`src/rtl/al_accel_pkg.sv`:
```
// -----------------------------------------------------------------------------
// al_accel_pkg
// Shared defaults for the accelerator pipeline (line buffer, ireg, MAC stages).
// Holds the pixel width and the default image geometry so every stage agrees
// on the frame shape without repeating literals.
// No ports (package).
// -----------------------------------------------------------------------------
package al_accel_pkg;

   localparam int unsigned AL_DATA_W = 8;    // pixel width in bits
   localparam int unsigned AL_IMG_W  = 28;   // pixels per row
   localparam int unsigned AL_IMG_H  = 28;   // rows per frame

endpackage

```
`src/rtl/al_accel_linemem.sv`:
```
// -----------------------------------------------------------------------------
// al_accel_linemem
// One image row of storage: DEPTH entries of WIDTH bits, combinational read,
// synchronous write. Contents are not reset; consumers mask stale data.
//
// Ports:
//   clk    in   system clock, rising edge
//   we     in   write enable
//   addr   in   shared read/write address (column)
//   wdata  in   write data
//   rdata  out  combinational read of mem[addr] (old value on a write cycle)
// -----------------------------------------------------------------------------
module al_accel_linemem
   import al_accel_pkg::*;
#(
   parameter int unsigned DEPTH = AL_IMG_W,
   parameter int unsigned WIDTH = AL_DATA_W,
   localparam int unsigned AW   = $clog2(DEPTH)
) (
   input  logic             clk,
   input  logic             we,
   input  logic [AW-1:0]    addr,
   input  logic [WIDTH-1:0] wdata,
   output logic [WIDTH-1:0] rdata
);

   logic [WIDTH-1:0] mem [DEPTH];

   // Read-before-write falls out naturally: rdata shows the pre-edge value.
   assign rdata = mem[addr];

   always_ff @(posedge clk) begin
      if (we) begin
         mem[addr] <= wdata;
      end
   end

endmodule

```
`src/rtl/al_accel_linebuf.sv`:
```
// -----------------------------------------------------------------------------
// al_accel_linebuf
// Line buffer feeding al_accel_ireg. Takes a raster-order pixel stream, keeps
// the two previous rows in line memories and emits three vertically aligned
// pixels (rows r-2, r-1, r) per column, one cycle after each accepted pixel.
//
// Build option: define AL_ACCEL_LINEBUF_ZERO_PAD_EN for top zero padding
// (rows above the frame read as 0 and enb fires for every pixel).
//
// Ports:
//   clk          in   system clock, rising edge
//   resetn       in   asynchronous active-low reset
//   pix_di       in   input pixel
//   pix_valid    in   pixel valid; always accepted
//   frame_start  in   restart counters at row 0, col 0 (applies to this cycle)
//   ireg_di_0    out  row r-2 pixel
//   ireg_di_1    out  row r-1 pixel
//   ireg_di_2    out  row r pixel
//   ireg_enb     out  window column valid
//   ireg_sol     out  start of line (col 0 output)
//   frame_done   out  pulse aligned with the last output of a frame
// -----------------------------------------------------------------------------
module al_accel_linebuf
   import al_accel_pkg::*;
#(
   parameter int unsigned DATA_W = AL_DATA_W,
   parameter int unsigned IMG_W  = AL_IMG_W,
   parameter int unsigned IMG_H  = AL_IMG_H,
   localparam int unsigned COL_W = $clog2(IMG_W),
   localparam int unsigned ROW_W = $clog2(IMG_H)
) (
   input  logic              clk,
   input  logic              resetn,
   input  logic [DATA_W-1:0] pix_di,
   input  logic              pix_valid,
   input  logic              frame_start,
   output logic [DATA_W-1:0] ireg_di_0,
   output logic [DATA_W-1:0] ireg_di_1,
   output logic [DATA_W-1:0] ireg_di_2,
   output logic              ireg_enb,
   output logic              ireg_sol,
   output logic              frame_done
);

   logic [COL_W-1:0]  col_q, col_d, cur_col;
   logic [ROW_W-1:0]  row_q, row_d, cur_row;
   logic              last_col, last_row;
   logic [DATA_W-1:0] rd_line0, rd_line1;
   logic [DATA_W-1:0] nxt_di_0, nxt_di_1;
   logic              nxt_enb;

   // frame_start overrides the stored position in the same cycle so a pixel
   // arriving with it lands at row 0, col 0.
   always_comb begin
      cur_col  = frame_start ? '0 : col_q;
      cur_row  = frame_start ? '0 : row_q;
      last_col = (cur_col == COL_W'(IMG_W - 1));
      last_row = (cur_row == ROW_W'(IMG_H - 1));
      col_d    = cur_col;
      row_d    = cur_row;
      if (pix_valid) begin
         if (last_col) begin
            col_d = '0;
            row_d = last_row ? '0 : cur_row + ROW_W'(1);
         end else begin
            col_d = cur_col + COL_W'(1);
         end
      end
   end

   always_ff @(posedge clk or negedge resetn) begin
      if (!resetn) begin
         col_q <= '0;
         row_q <= '0;
      end else begin
         col_q <= col_d;
         row_q <= row_d;
      end
   end

   // line0 holds row r-1; line1 holds row r-2 and is refilled from line0's
   // old value at the same column, shifting the two rows down together.
   al_accel_linemem #(
      .DEPTH (IMG_W),
      .WIDTH (DATA_W)
   ) u_line0 (
      .clk   (clk),
      .we    (pix_valid),
      .addr  (cur_col),
      .wdata (pix_di),
      .rdata (rd_line0)
   );

   al_accel_linemem #(
      .DEPTH (IMG_W),
      .WIDTH (DATA_W)
   ) u_line1 (
      .clk   (clk),
      .we    (pix_valid),
      .addr  (cur_col),
      .wdata (rd_line0),
      .rdata (rd_line1)
   );

`ifdef AL_ACCEL_LINEBUF_ZERO_PAD_EN
   // Rows above the frame read as zero; every pixel yields a window column.
   always_comb begin
      nxt_di_0 = (cur_row < ROW_W'(2)) ? '0 : rd_line1;
      nxt_di_1 = (cur_row == '0)       ? '0 : rd_line0;
      nxt_enb  = 1'b1;
   end
`else
   // Stale memory contents in rows 0/1 are masked by holding enb low.
   always_comb begin
      nxt_di_0 = rd_line1;
      nxt_di_1 = rd_line0;
      nxt_enb  = (cur_row >= ROW_W'(2));
   end
`endif

   always_ff @(posedge clk or negedge resetn) begin
      if (!resetn) begin
         ireg_di_0  <= '0;
         ireg_di_1  <= '0;
         ireg_di_2  <= '0;
         ireg_enb   <= 1'b0;
         ireg_sol   <= 1'b0;
         frame_done <= 1'b0;
      end else begin
         ireg_enb   <= pix_valid & nxt_enb;
         ireg_sol   <= pix_valid & (cur_col == '0);
         frame_done <= pix_valid & last_col & last_row;
         // Data outputs hold across bubbles.
         if (pix_valid) begin
            ireg_di_0 <= nxt_di_0;
            ireg_di_1 <= nxt_di_1;
            ireg_di_2 <= pix_di;
         end
      end
   end

endmodule

```
`config.mk`:
```
export PLATFORM = sky130hd
export DESIGN_NAME = al_accel_linebuf
export DESIGN_NICKNAME = d
export VERILOG_FILES = /design/src/rtl/al_accel_pkg.sv /design/src/rtl/al_accel_linemem.sv /design/src/rtl/al_accel_linebuf.sv
export SDC_FILE = /design/constraint.sdc
export NUM_CORES = 1
export LEC_CHECK = 0
export CAP_MARGIN = 20
export CORE_ASPECT_RATIO = 1.75
export CORE_MARGIN = 2
export CORE_UTILIZATION = 30
export DETAILED_ROUTE_END_ITERATION = 6
export HOLD_SLACK_MARGIN = 0.08
export SLEW_MARGIN = 20
export SYNTH_ARGS = -nofsm -noshare
export SYNTH_HDL_FRONTEND = slang
export SYNTH_SLANG_ARGS = --single-unit
```
`constraint.sdc`:
```
create_clock -name clk -period 3.37 [get_ports clk]
set_input_delay 0.337 -clock clk [delete_from_list [all_inputs] [get_ports clk]]
set_output_delay 0.337 -clock clk [all_outputs]
set_load 0.005 [all_outputs]
```
After elaboration in Yosys (flattened, before gate mapping)

Memory sizes are Yosys's and may differ from the RTL's. A register that Yosys moved wholly into a read port is not among the register bits.
Cells that the tools add are included.

Add/sub/neg operators: 2
$lt $le $gt $ge: 1
Equal/unequal tests: 2
Muxes and demuxes: 9
Bitwise operators: 4
Reduce and logical (&&, ||, !) cells: 2

Operator list:

| kind                | number |
|---|---|
| $mux 5              | 7 |
| $add 5x1->5 const B | 2 |
| $eq 5x5->1 const B  | 2 |
| $ge 5x2->1 const B  | 1 |
| $logic_not 5->1     | 1 |
| $and 1x1->1         | 4 |
| $mux 1              | 2 |
| $logic_not 1->1     | 1 |

Bits in registers: 29
RAM bits: 448
Input port bits: 12
Output and inout bits: 27
Memories kept: 2

Memories:

| memory      | words | bits a word | rd ports | clocked after memory_dff | write ports | RTL line               | RTL |
|---|---|---|---|---|---|---|---|
| u_line0.mem | 28    | 8           | 1        | 0                        | 1           | al_accel_linemem.sv:27 | `logic [WIDTH-1:0] mem [DEPTH];` |
| u_line1.mem | 28    | 8           | 1        | 1                        | 1           | al_accel_linemem.sv:27 |  |

Depth between registers and ports, before layout

Depth after elaboration: 5
Depth in mapped cells: 12
Gate-level depth less buffers: 7

By module

From an unflattened synthesis, not the netlist that was laid out.

Cell total of the unflattened synthesis: 1020
Area, all modules: 19184.6 um^2

By module, submodules not included:

| module           | times used | cells an instance | area each (um^2) | seq. area each (um^2) |
|---|---|---|---|---|
| al_accel_linemem | 2          | 454               | 8799.7           | 6726.5 |
| al_accel_linebuf | 1          | 112               | 1585.3           | 925.9 |

Worst setup path after synthesis

No wires, ideal clock.

Kind: register to register
From: reg col_q[1]
To: mem u_line0.mem[24][0] in the netlist's numbering (enable)
Library setup time: 0.409 ns
Data arrival time: 3.014 ns
Slack: -0.053 ns
Stages on the path, launching flop included: 11
Cells stage by stage: dfrtp_1 nor2b_1 buf_4 inv_2 buf_2 buf_2 buf_2 buf_2 ha_1 nand2_1 nor3_1

Longest elaborated chain between the ends: 1

Ends and longest elaborated chain:

| item                   | RTL line               | RTL |
|---|---|---|
| from (decl)            | al_accel_linebuf.sv:45 | `logic [COL_W-1:0] col_q, col_d, cur_col;` |
| from (signal assigned) | al_accel_linebuf.sv:76 | `col_q <= col_d;` |
| $mux 5                 | al_accel_linebuf.sv:55 | `cur_col = frame_start ? '0 : col_q;` |
| to (decl)              | al_accel_linemem.sv:27 |  |

No other way between the ends.

Worst setup path after layout

From: reg col_q[0]
To: mem u_line1.mem[5][1] in the netlist's numbering (data pin)

Longest elaborated chain between the ends: 2

Ends and longest elaborated chain:

| item            | RTL line               | RTL |
|---|---|---|
| $mux 5          | al_accel_linebuf.sv:55 |  |
| $mem_v2 28x8    | -                      |  |
| via nxt_di_1[1] | al_accel_linebuf.sv:49 | `logic [DATA_W-1:0] nxt_di_0, nxt_di_1;` |
| to (decl)       | al_accel_linemem.sv:27 |  |

The timed path passes the listed nets, and every way through them passes these cells.

==> metrics.md <==
| Metric | Value |
|---|---|
| Cell with the biggest individual delay on the critical path | `sky130_fd_sc_hd__dfrtp_4` |
| Mapped Nets | `1,134` |
| Worst-case setup margin in the final layout | `0.258 ns` |
| Critical Path Most Common Cell | `sky130_fd_sc_hd__buf_4` |
| Final cycle utilization of the critical path | `0.924` |
| Buffers on Ports | `38` |
| Via count of the first global-routing pass | `11,349` |
| Clock tree from TritonCTS | `built` |
| Global Route met2 Usage | `0.315` |
| Maximum cell stage delay along the critical path | `0.67 ns` |
| Pin count of the biggest net entering global routing | `43` |
| First-pass detailed-route iteration total | `5` |
| Crit end category | `flip-flop` |
| Die X | `193 um` |
| Worst-case register-to-register setup slack | `0.26 ns` |
| Total instance count after detailed placement | `1,996` |
| Total power density per cell area | `585 mW/mm2` |
| Combined area of the multi-input logic cells | `0.00418 mm2` |
| IR drop worst, VDD | `0.364 mV` |
| Register bit total from synthesis | `485` |
| Leading cell types by total area after synthesis | `sky130_fd_sc_hd__edfxtp_1 71%, sky130_fd_sc_hd__dfrtp_1 4.9%, sky130_fd_sc_hd__mux2i_1 3.7%` |
| Post-Syn Instances | `1,120` |
| Synth warn | `0` |
| Wirelength per Cell | `26.4 um` |
| Slew of the pin with the lowest slew margin | `1.15 ns` |
| Commonest non-fill, non-tap cell in the layout | `sky130_fd_sc_hd__edfxtp_1` |
| Total number of nets in the final design | `1,254` |
| Setup-failing EPs final | `0` |
| Floorplan die height | `336 um` |
| Grt met1 use | `0.175` |
| Number of hold-slack violations in the final timing report | `0` |
| I/O pin count | `39` |
| Number of distinct library cells after synthesis | `59` |
| Area share of the largest cell type after synthesis | `0.714` |
| Final min period | `3.11 ns` |
| Remaining DRCs | `0` |
| CP max FO | `29` |
| Setup tns final | `0 ns` |
| EDFF count, synth | `448` |
| Remaining antenna violation count | `0` |
| Cell leakage power | `7.37 nW` |
| Area growth, synth to finish | `17.6%` |
| Sum of routed wire length over all layers | `54,800 um` |
| Clock root buffer | `sky130_fd_sc_hd__clkbuf_16` |
| Category of the worst setup path launch point | `flip-flop` |
| Total clock buffers created by CTS | `40` |
| Cell taking the most area after synthesis | `sky130_fd_sc_hd__edfxtp_1` |
| Non-filler cells, final | `2,070` |
| Share of synthesized registers carrying an async set or reset | `0.0763` |
| Worst slew margin | `0.231` |
| Number of vias per cell after detailed routing | `5.30` |
| Mean instance size in the synthesized netlist | `16.8 um2` |
| Unrepaired setup endpoints after global routing | `no` |
| Endpoint arrival time on the critical path | `3.38 ns` |
| Sequential cell area fraction in the yosys report | `0.763` |
| Number of filler cells placed in the layout | `5,746` |
| Final global-route overflow total | `0` |
| Deepest clock path buffer count | `3` |
| Die Outline Area | `0.0649 mm2` |
| Deepest level of the CTS H-tree | `2` |
| Min-Delay Path Class | `primary input to flip-flop` |
| First-pass GRT wire length | `79,000 um` |
| Post-CTS clock slew at the launch and capture registers of the worst setup and hold paths | `0.07 ns` |
| Main combinational cell family by area after synthesis | `compound AO/OA/AOI/OAI gates` |
| Post-synthesis share of cell area spent on full adders, half adders and majority gates | `0.00133` |
| CP Cell Sequence | `buf_4 -> buf_4 -> mux2i_1 -> nor2_1 -> a221oi_1 -> o22ai_1 -> a211oi_1 -> buf_4 -> nand2_1 -> buf_4` |
| Parity-gate share of the synthesized area counting xor and xnor cells | `0.00279` |
| GR Util met3 | `0.0221` |
| Multiplexer share of the synthesized area | `0.0769` |
| Post-route clock skew | `0.0206 ns` |
| Commonest cells after routing, fill and taps aside | `448 x sky130_fd_sc_hd__edfxtp_1, 98 x sky130_fd_sc_hd__buf_4, 69 x sky130_fd_sc_hd__mux2i_1` |
| Core Rows | `121` |
| WP data required | `3.64 ns` |
| Number of antenna violations at the first check in global routing | `2` |
| Share of cells above drive strength 1 | `0.215` |
| Most frequently used flop master after synthesis | `sky130_fd_sc_hd__edfxtp_1` |
| Initial Util | `0.303` |
| Post-synthesis cell area | `0.0188 mm2` |
| # resized after CTS | `0` |
| Total clock sinks | `485` |
| Final Max Tran Viols | `0` |
| Compound-cell area share of the yosys netlist | `0.0850` |
| Most used routing layer | `met2` |
| Core region area | `0.0622 mm2` |
| Count of routing violations after the opening detailed-route iteration | `1,158` |
| All-Layer GR Usage | `0.166` |
| Register cell area after layout | `0.0144 mm2` |
| Critical path class | `flip-flop to flip-flop` |
| Achievable clock frequency | `321 MHz` |
| Post-Synth Simple-Gate Area | `0.0510` |
| Pre-CTS WS | `0.257 ns` |
| Vias after detailed routing | `10,962` |
| Placer Congestion | `0.852` |
| Skew-Pair Late Insertion Delay | `0.57 ns` |
| Placed wire-length estimate | `36,700 um` |
| Status | `finished clean` |
| Number of max-cap violations | `0` |
[report_power, final]
part | internal (mW) | switching (mW) | leakage (nW)
Sequential | 6.79 | 0.0922 | 4.49
Combinational | 0.489 | 0.829 | 2.22
Clock | 2.63 | 2.13 | 0.657
Total | 9.91 | 3.05 | 7.37
[cell type report]
type / count / share of cell area
Sequential cell: 485 / 0.649
Clock inverter: 22 / 0.00976
Clock buffer: 50 / 0.0496
Tap cell: 799 / 0.0451
Multi-Input combinational cell: 562 / 0.188
Inverter: 4 / 0.000677
Antenna cell: 1 / 0.000113
Timing Repair Buffer: 147 / 0.0578
[state kept, by name, indices dropped and copies added, names as in the netlist]
signal	flops
ireg_di_1	8
ireg_di_2	8
ireg_di_0	8
ireg_enb	1
frame_done	1
u_line0.mem	224
row_q	5
ireg_sol	1
col_q	5
u_line1.mem	224
[critical path: cells and delay by family (launching register included)]
family	cells	cell delay [ns]
buffers and inverters	4	0.84
muxes	1	0.26
DFF	1	0.67
AOI/OAI and AO/OA	3	0.92
and+or+nand+nor	2	0.11
[what timing repair did]
action	4_1_cts	5_1_grt
setup buffers	0	0
hold endpoints to repair	31	0
hold buffers	1	0
[cells by family after synthesis]
| kind of cell | count (synthesis) |
|---|---|
| DFF | 485 |
| AOI/OAI and AO/OA | 222 |
| xor gates and xnor gates | 6 |
| adders and majority gates | 2 |
| muxes | 125 |
| buffers and inverters | 73 |
| and+or+nand+nor | 207 |
[cell usage after synthesis, drive strengths merged (11+ instances only)]
library cell and count:
edfxtp 448, o221ai 15, clkbuf 29, o21ai 31, a222oi 18, nor2b 21
a211oi 21, mux2 45, dfrtp 37, nand3 13, a21oi 37, o22ai 17
mux4 11, mux2i 69, nor2 84, nand2 53, buf 40, a31oi 13
a221oi 38
[through the flow]
stage / hold slack [ns] / total power [mW] / instance area, um2 / util
final: 0.254 / 13.0 / 22200 / 0.356
after global routing: 0.258 / 13.3 / 22200 / 0.356
after detailed placement: 0.494 / 8.34 / 20900 / 0.335
after CTS: 0.236 / 13.0 / 22200 / 0.357
after global placement: 0.491 / 8.32 / 20900 / 0.336
after floorplan: 0.0414 / 7.68 / 18900 / -
[layer usage]
layer | share of wire | vias to the layer above
met2 | 0.55 | 480
li1 | - | 4705
met1 | 0.35 | 5624
met4 | 0.057 | 4
met3 | 0.050 | 149
met5 | 0.00040 | -
[worst paths after layout]
path,start,endpoint,cells past startpoint
max,col_q[0]$_DFF_PN0_,u_line1.mem[5][1]$_DFFE_PP_,10
min,pix_valid,ireg_di_1[0]$_DFFE_PN0P_,2
max reg2reg,col_q[0]$_DFF_PN0_,u_line1.mem[5][1]$_DFFE_PP_,10
min reg2reg,ireg_di_2[4]$_DFFE_PN0P_,ireg_di_2[4]$_DFFE_PN0P_,1
max in group asynchronous,resetn,col_q[0]$_DFF_PN0_,2
min in group asynchronous,resetn,ireg_di_2[6]$_DFFE_PN0P_,2
Power figures use the tool's default switching activity.
